===== src/rtl/uart_axi_stream_bridge.sv =====
// AXI4-Lite master that configures a UART IP once, then polls its status and moves bytes
// between the UART FIFOs and two byte streams. Optional IRQ wake-up: UART_BRIDGE_IRQ_WAKE_EN.
module uart_axi_stream_bridge #(
  parameter int          UART_BASE_ADDR     = 0,
  parameter int          C_M_AXI_ADDR_WIDTH = 5,
  parameter int          C_M_AXI_DATA_WIDTH = 32,
  parameter logic [31:0] INIT_CONFIG        = 32'h0000_6285,
  parameter int          POLL_INTERVAL      = 64
) (
  input  logic                          m_axi_aclk,
  input  logic                          m_axi_aresetn,
  output logic [C_M_AXI_ADDR_WIDTH-1:0] m_axi_awaddr,
  output logic [2:0]                    m_axi_awprot,
  output logic                          m_axi_awvalid,
  input  logic                          m_axi_awready,
  output logic [C_M_AXI_DATA_WIDTH-1:0] m_axi_wdata,
  output logic [3:0]                    m_axi_wstrb,
  output logic                          m_axi_wvalid,
  input  logic                          m_axi_wready,
  input  logic [1:0]                    m_axi_bresp,
  input  logic                          m_axi_bvalid,
  output logic                          m_axi_bready,
  output logic [C_M_AXI_ADDR_WIDTH-1:0] m_axi_araddr,
  output logic [2:0]                    m_axi_arprot,
  output logic                          m_axi_arvalid,
  input  logic                          m_axi_arready,
  input  logic [C_M_AXI_DATA_WIDTH-1:0] m_axi_rdata,
  input  logic [1:0]                    m_axi_rresp,
  input  logic                          m_axi_rvalid,
  output logic                          m_axi_rready,
  input  logic [7:0]                    tx_tdata,
  input  logic                          tx_tvalid,
  output logic                          tx_tready,
  output logic [7:0]                    rx_tdata,
  output logic [1:0]                    rx_tuser,
  output logic                          rx_tvalid,
  input  logic                          rx_tready,
  input  logic                          uart_irq,
  output logic [3:0]                    err_status,
  input  logic                          err_clear,
  output logic [3:0]                    dbg_state
);

  // Handshakes: a transfer happens on a rising edge where valid and ready are both high;
  // a source never drops valid or changes its payload before that edge.

  typedef enum logic [3:0] {
    INIT_WR, INIT_B, IDLE, STAT_AR, STAT_R, RX_AR, RX_R, TX_WR, TX_B
  } state_t;

  localparam logic [1:0] RESP_OKAY = 2'b00;
  localparam int CNT_W = (POLL_INTERVAL > 1) ? $clog2(POLL_INTERVAL) : 1;
  localparam logic [CNT_W-1:0] POLL_LAST = CNT_W'(POLL_INTERVAL - 1);
  localparam logic [C_M_AXI_ADDR_WIDTH-1:0] ADDR_RX   = C_M_AXI_ADDR_WIDTH'(UART_BASE_ADDR);
  localparam logic [C_M_AXI_ADDR_WIDTH-1:0] ADDR_TX   = C_M_AXI_ADDR_WIDTH'(UART_BASE_ADDR + 4);
  localparam logic [C_M_AXI_ADDR_WIDTH-1:0] ADDR_CFG  = C_M_AXI_ADDR_WIDTH'(UART_BASE_ADDR + 8);
  localparam logic [C_M_AXI_ADDR_WIDTH-1:0] ADDR_STAT = C_M_AXI_ADDR_WIDTH'(UART_BASE_ADDR + 12);

  state_t           state, state_nxt;
  logic [CNT_W-1:0] poll_cnt;
  logic             aw_done, w_done;
  logic             aw_fire, w_fire, b_fire, ar_fire, r_fire;
  logic             wr_phase, ar_phase;
  logic             irq_wake;
  logic             tx_take;
  logic [3:0]       err_set;
  logic             unused_ok;

  assign aw_fire  = m_axi_awvalid & m_axi_awready;
  assign w_fire   = m_axi_wvalid & m_axi_wready;
  assign b_fire   = m_axi_bvalid & m_axi_bready;
  assign ar_fire  = m_axi_arvalid & m_axi_arready;
  assign r_fire   = m_axi_rvalid & m_axi_rready;
  assign wr_phase = (state == INIT_WR) || (state == TX_WR);
  assign ar_phase = (state == STAT_AR) || (state == RX_AR);

  assign m_axi_bready = (state == INIT_B) || (state == TX_B);
  assign m_axi_rready = (state == STAT_R) || (state == RX_R);
  assign m_axi_awprot = 3'b000;
  assign m_axi_arprot = 3'b000;
  assign m_axi_wstrb  = 4'hF;
  assign dbg_state    = state;

`ifdef UART_BRIDGE_IRQ_WAKE_EN
  assign irq_wake = uart_irq;
`else
  assign irq_wake = 1'b0;
`endif

  assign unused_ok = &{1'b0, uart_irq, m_axi_rdata[C_M_AXI_DATA_WIDTH-1:10]};

  always_ff @(posedge m_axi_aclk or negedge m_axi_aresetn) begin
    if (!m_axi_aresetn) state <= INIT_WR;
    else                state <= state_nxt;
  end

  always_comb begin
    state_nxt = state;
    err_set   = 4'b0000;
    case (state)
      INIT_WR, TX_WR: begin
        if ((aw_done || aw_fire) && (w_done || w_fire))
          state_nxt = (state == INIT_WR) ? INIT_B : TX_B;
      end
      INIT_B: begin
        if (b_fire) begin
          err_set[3] = (m_axi_bresp != RESP_OKAY);
          state_nxt  = IDLE;
        end
      end
      IDLE: begin
        if (irq_wake || (poll_cnt == POLL_LAST)) state_nxt = STAT_AR;
      end
      STAT_AR: if (ar_fire) state_nxt = STAT_R;
      STAT_R: begin
        if (r_fire) begin
          // Error flags clear on read in the UART, so they are folded in here every time.
          err_set[2:0] = m_axi_rdata[6:4];
          if (!m_axi_rdata[0] && !rx_tvalid)     state_nxt = RX_AR;
          else if (tx_tvalid && !m_axi_rdata[3]) state_nxt = TX_WR;
          else                                   state_nxt = IDLE;
        end
      end
      RX_AR: if (ar_fire) state_nxt = RX_R;
      RX_R: begin
        if (r_fire) begin
          err_set[3] = (m_axi_rresp != RESP_OKAY);
          state_nxt  = STAT_AR;
        end
      end
      TX_B: begin
        if (b_fire) begin
          err_set[3] = (m_axi_bresp != RESP_OKAY);
          state_nxt  = STAT_AR;
        end
      end
      default: state_nxt = INIT_WR;
    endcase
  end

  assign tx_take = (state == STAT_R) && (state_nxt == TX_WR);

  always_ff @(posedge m_axi_aclk or negedge m_axi_aresetn) begin
    if (!m_axi_aresetn) begin
      poll_cnt      <= '0;
      aw_done       <= 1'b0;
      w_done        <= 1'b0;
      m_axi_awvalid <= 1'b0;
      m_axi_awaddr  <= '0;
      m_axi_wvalid  <= 1'b0;
      m_axi_wdata   <= '0;
      m_axi_arvalid <= 1'b0;
      m_axi_araddr  <= '0;
      tx_tready     <= 1'b0;
      rx_tvalid     <= 1'b0;
      rx_tdata      <= 8'h00;
      rx_tuser      <= 2'b00;
      err_status    <= 4'b0000;
    end else begin
      if (state == IDLE)
        poll_cnt <= (state_nxt != IDLE) ? '0 : poll_cnt + CNT_W'(1);

      // AW and W start together but complete independently.
      if (wr_phase) begin
        if (aw_fire) begin
          m_axi_awvalid <= 1'b0;
          aw_done       <= 1'b1;
        end else if (!m_axi_awvalid && !aw_done) begin
          m_axi_awvalid <= 1'b1;
          m_axi_awaddr  <= (state == INIT_WR) ? ADDR_CFG : ADDR_TX;
        end
        if (w_fire) begin
          m_axi_wvalid <= 1'b0;
          w_done       <= 1'b1;
        end else if (!m_axi_wvalid && !w_done) begin
          m_axi_wvalid <= 1'b1;
          m_axi_wdata  <= (state == INIT_WR) ? C_M_AXI_DATA_WIDTH'(INIT_CONFIG)
                                             : {{(C_M_AXI_DATA_WIDTH-8){1'b0}}, tx_tdata};
        end
      end else begin
        aw_done <= 1'b0;
        w_done  <= 1'b0;
      end

      // tx_tready is high on the first TX_WR cycle, the same cycle wdata takes the byte.
      tx_tready <= tx_take;

      if (ar_phase) begin
        if (ar_fire) begin
          m_axi_arvalid <= 1'b0;
        end else if (!m_axi_arvalid) begin
          m_axi_arvalid <= 1'b1;
          m_axi_araddr  <= (state == STAT_AR) ? ADDR_STAT : ADDR_RX;
        end
      end

      if (rx_tvalid && rx_tready) rx_tvalid <= 1'b0;
      if ((state == RX_R) && r_fire && (m_axi_rresp == RESP_OKAY)) begin
        rx_tvalid <= 1'b1;
        rx_tdata  <= m_axi_rdata[7:0];
        rx_tuser  <= m_axi_rdata[9:8];
      end

      err_status <= err_clear ? 4'b0000 : (err_status | err_set);
    end
  end

endmodule


===== config.mk =====
export PLATFORM = sky130hd
export DESIGN_NAME = uart_axi_stream_bridge
export DESIGN_NICKNAME = d
export VERILOG_FILES = /design/src/rtl/uart_axi_stream_bridge.sv
export SDC_FILE = /design/constraint.sdc
export NUM_CORES = 1
export LEC_CHECK = 0
export CORE_ASPECT_RATIO = 0.7
export CORE_UTILIZATION = 55
export CTS_BUF_LIST = sky130_fd_sc_hd__clkbuf_8
export CTS_CLUSTER_SIZE = 8
export DETAILED_ROUTE_END_ITERATION = 16
export DONT_BUFFER_PORTS = 1
export GPL_TIMING_DRIVEN = 0
export PLACE_DENSITY = 0.7
export REMOVE_ABC_BUFFERS = 1
export SKIP_CTS_REPAIR_TIMING = 1
export SYNTH_ARGS = -nofsm -noshare
export SYNTH_HDL_FRONTEND = slang
export SYNTH_SLANG_ARGS = --single-unit
export TNS_END_PERCENT = 1

===== constraint.sdc =====
create_clock -name m_axi_aclk -period 2.6 [get_ports m_axi_aclk]
set_clock_uncertainty 0.1 [all_clocks]
set_input_delay 0.39 -clock m_axi_aclk [delete_from_list [all_inputs] [get_ports m_axi_aclk]]
set_output_delay 0.39 -clock m_axi_aclk [all_outputs]
set_load 0.005 [all_outputs]

==> run_results.csv <==
group,metric,value,unit
clocking,insertion_delay,0.28,ns
worst_setup_path,r2r-start,"dbg_state[1]$_DFF_PN0_",
final_layout,drive_gt1_share,7.52,%
sta,setup_viol,0,
sta,fmax,0.438,GHz
global_route,overflow,0,
synth,synth-seq-cells,43,
synth,synthFlopType,"dfrtp_1",
sta,hold_viol_final,0,
place,gp_congestion,0.790,
global_route,grt_pass1_vias,1256,
worst_setup_path,max_stage_delay,0.70,ns
drt,drt_pass1_iterations,6,
synth,yosys_warnings,0,
power,ir_drop,0.000513,V
drt,viasPerCell,5.18,
sta,rsz0062_at_grt,"false",
final_layout,final_nets,281,
worst_setup_path,slowest_stage,"dfrtp_1",
synth,avgSynthCellArea,9.87,sq um
flow_run,maxCapViolCount,0,
synth,synth_common_cells,"dfrtp_1 (43), buf_4 (40), nand2_1 (24), nor2_1 (17), a21oi_1 (13)",
worst_setup_path,path_buf_inv,0,
floorplan,rows,19,
synth,yosysTopAreaCellShare,47.4,%
sta,tightestPinTransition,0.587,ns
place,port_buffers,0,
floorplan,io_pins,132,
final_layout,fillers,349,
floorplan,die_area,4390,sq um
floorplan,initial_core_util,57.5,%
final_layout,seq_area,1080,sq um
final_layout,area_growth,-1.60,%
global_route,grt_pass1_wl,5970,um
clocking,cts_max_level,2,
drt,vias,1439,
drt,wl_per_cell,14.0,um
clocking,cts.sinks,43,
power,leakage,0.00105,uW
synth,synth_most_common_cell,"dfrtp_1",
sta,fin_crit_sh,87.7,%
clocking,cts_buffer_depth,2,
final_layout,antennaDiodeCount,0,
sta,holdWs,0.0578,ns
worst_setup_path,path_cells,"or3_1 > nand2b_1 > o22ai_1 > or4_1",
drt,drcViolationCount,0,
drt,met2WireLength,1670,um
global_route,grt.total_usage,17.7,%
worst_setup_path,crit_family,"simple AND/OR/NAND/NOR gates",
floorplan,die_x,78.8,um
drt,drt_wl_total,3880,um
drt,ant_nets,0,
floorplan,coreArea,3950,sq um
sta,maxSlewViolCount,0,
global_route,grt_max_degree,44,
synth,syn_inst,230,
synth,yosysUniqueCellTypes,46,
clocking,numCtsBuffers,5,
worst_hold_path,worstHoldPathType,"in2reg",
final_layout,multi_input_area,948,sq um
clocking,path_clk_slew,0.08,ns
synth,synthArstFlopShare,100,%
sta,layout_min_cycle_time,2.28,ns
worst_setup_path,critPathMaxFanout,19,
clocking,cts_tree,"done",
synth,synth_edf_count,0,
worst_hold_path,hp-start,"err_clear",
drt,top_layer,"met4",
synth,syn_area,2270,sq um
worst_setup_path,start_kind,"register",
worst_setup_path,critical_path_class,"reg2reg",
worst_setup_path,startpoint,"dbg_state[1]$_DFF_PN0_",
drt,wl_met1,1850,um
floorplan,die-height,55.8,um
clocking,root_buffer,"clkbuf_8",
power,power_density,1040,nW/um^2
global_route,antenna_found_initial,0,
worst_setup_path,arrival,2.33,ns
outcome,outcome,"finished clean",
synth,synth_seq_area_share,47.4,%
drt,first_iter_violations,97,
sta,max_slew_margin,60.8,%
worst_setup_path,worstPathRequired,2.65,ns
sta,setup_tns,0,ns
synth,netlist_top_cells_area,"dfrtp_1 (47%), buf_4 (13%), nand2_1 (4.0%)",
drt,wl_met3,340,um
worst_setup_path,crit_path_end_kind,"register",
synth,synth_area_leader_cell,"dfrtp_1",
place,hpwl,2830,um
-- placed cells by master, fill, tap and decap left out, types with 2 or more instances in the layout --
cell      instances
o31ai_1           3
o21bai_1          2
mux2_2            5
a31oi_1           4
nand4_1           4
nor2_1           17
clkbuf_8          5
o21ai_0           4
xnor2_1           4
nand2b_1          2
dfrtp_1          43
a21oi_1          13
nand3_1           4
nor2b_1           2
conb_1           37
nand2_1          24
o32ai_1           2
mux2_1            6
nor3_1            3
mux2i_1           2
inv_1             7
or2_2             2
o211ai_1          2
o21ai_1           7
-- flip-flops by register name (all words and copies together), names as in the netlist --
register,cells
m_axi_wdata,9
rx_tdata,8
poll_cnt,6
dbg_state,4
err_status,4
m_axi_awaddr,2
rx_tuser,2
aw_done,1
m_axi_araddr,1
m_axi_arvalid,1
m_axi_awvalid,1
m_axi_wvalid,1
rx_tvalid,1
tx_tready,1
w_done,1
-- routing by layer --
layer | up-vias | GRT usage [%]
li1 | 700 | -
met2 | 70 | 25.3
met5 | - | 0
met3 | 4 | 5.74
met1 | 665 | 25.4
met4 | 0 | 5.56
-- power breakdown --
group	switching [uW]	internal (uW)	total, uW	leakage (uW)
sequential	315	926	1240	0.000548
combinational	363	318	681	0.000458
clock	211	184	395	0.0000453
total	889	1430	2320	0.00105
-- through the flow --
stage | std cells | power, uW | setup slack [ns] | area (sq um) | util (%)
floorplan | 216 | 1740 | 0.625 | 2050 | -
global placement | 268 | 1880 | 0.330 | 2110 | 53.5
detailed placement | 268 | 1920 | 0.327 | 2110 | 53.5
CTS | 276 | 2320 | 0.302 | 2200 | 55.7
global route | 278 | 2510 | 0.156 | 2230 | 56.6
finish | 278 | 2320 | 0.319 | 2230 | 56.6
-- worst paths after layout --
kind / to / slack, ns / cells past startpoint
setup / recovery: dbg_state[0]$_DFF_PN0_ / 0.32 / 4
hold / removal: err_status[1]$_DFF_PN0_ / 0.06 / 1
setup reg to reg: dbg_state[0]$_DFF_PN0_ / 0.32 / 4
hold reg to reg: poll_cnt[4]$_DFFE_PN0P_ / 0.39 / 1
max in group asynchronous: poll_cnt[3]$_DFFE_PN0P_ / 1.71 / 2
min in group asynchronous: aw_done$_DFFE_PN0N_ / 0.50 / 2
-- logic make-up (layout without fill, tap and decap cells) --
family | count (synthesis) | after routing | share of synthesized area [%]
fa+ha+maj | 1 | 1 | 0.551
compound gates | 46 | 46 | 12.9
buf+inv | 55 | 16 | 16.6
flops | 43 | 43 | 47.4
other cells | 2 | 37 | 0.331
mux | 13 | 13 | 6.34
simple gates | 65 | 65 | 13.9
xor+xnor | 5 | 5 | 1.93
-- cell type report --
type	instances	area share (%)
repair buffers	2	1.68
well taps	52	2.91
inverters	6	1.01
clock inverters	3	0.728
multi-input cells	167	42.4
flip-flops and latches	43	48.2
clock buffers	5	3.08
(Power assumes the default switching activity.)
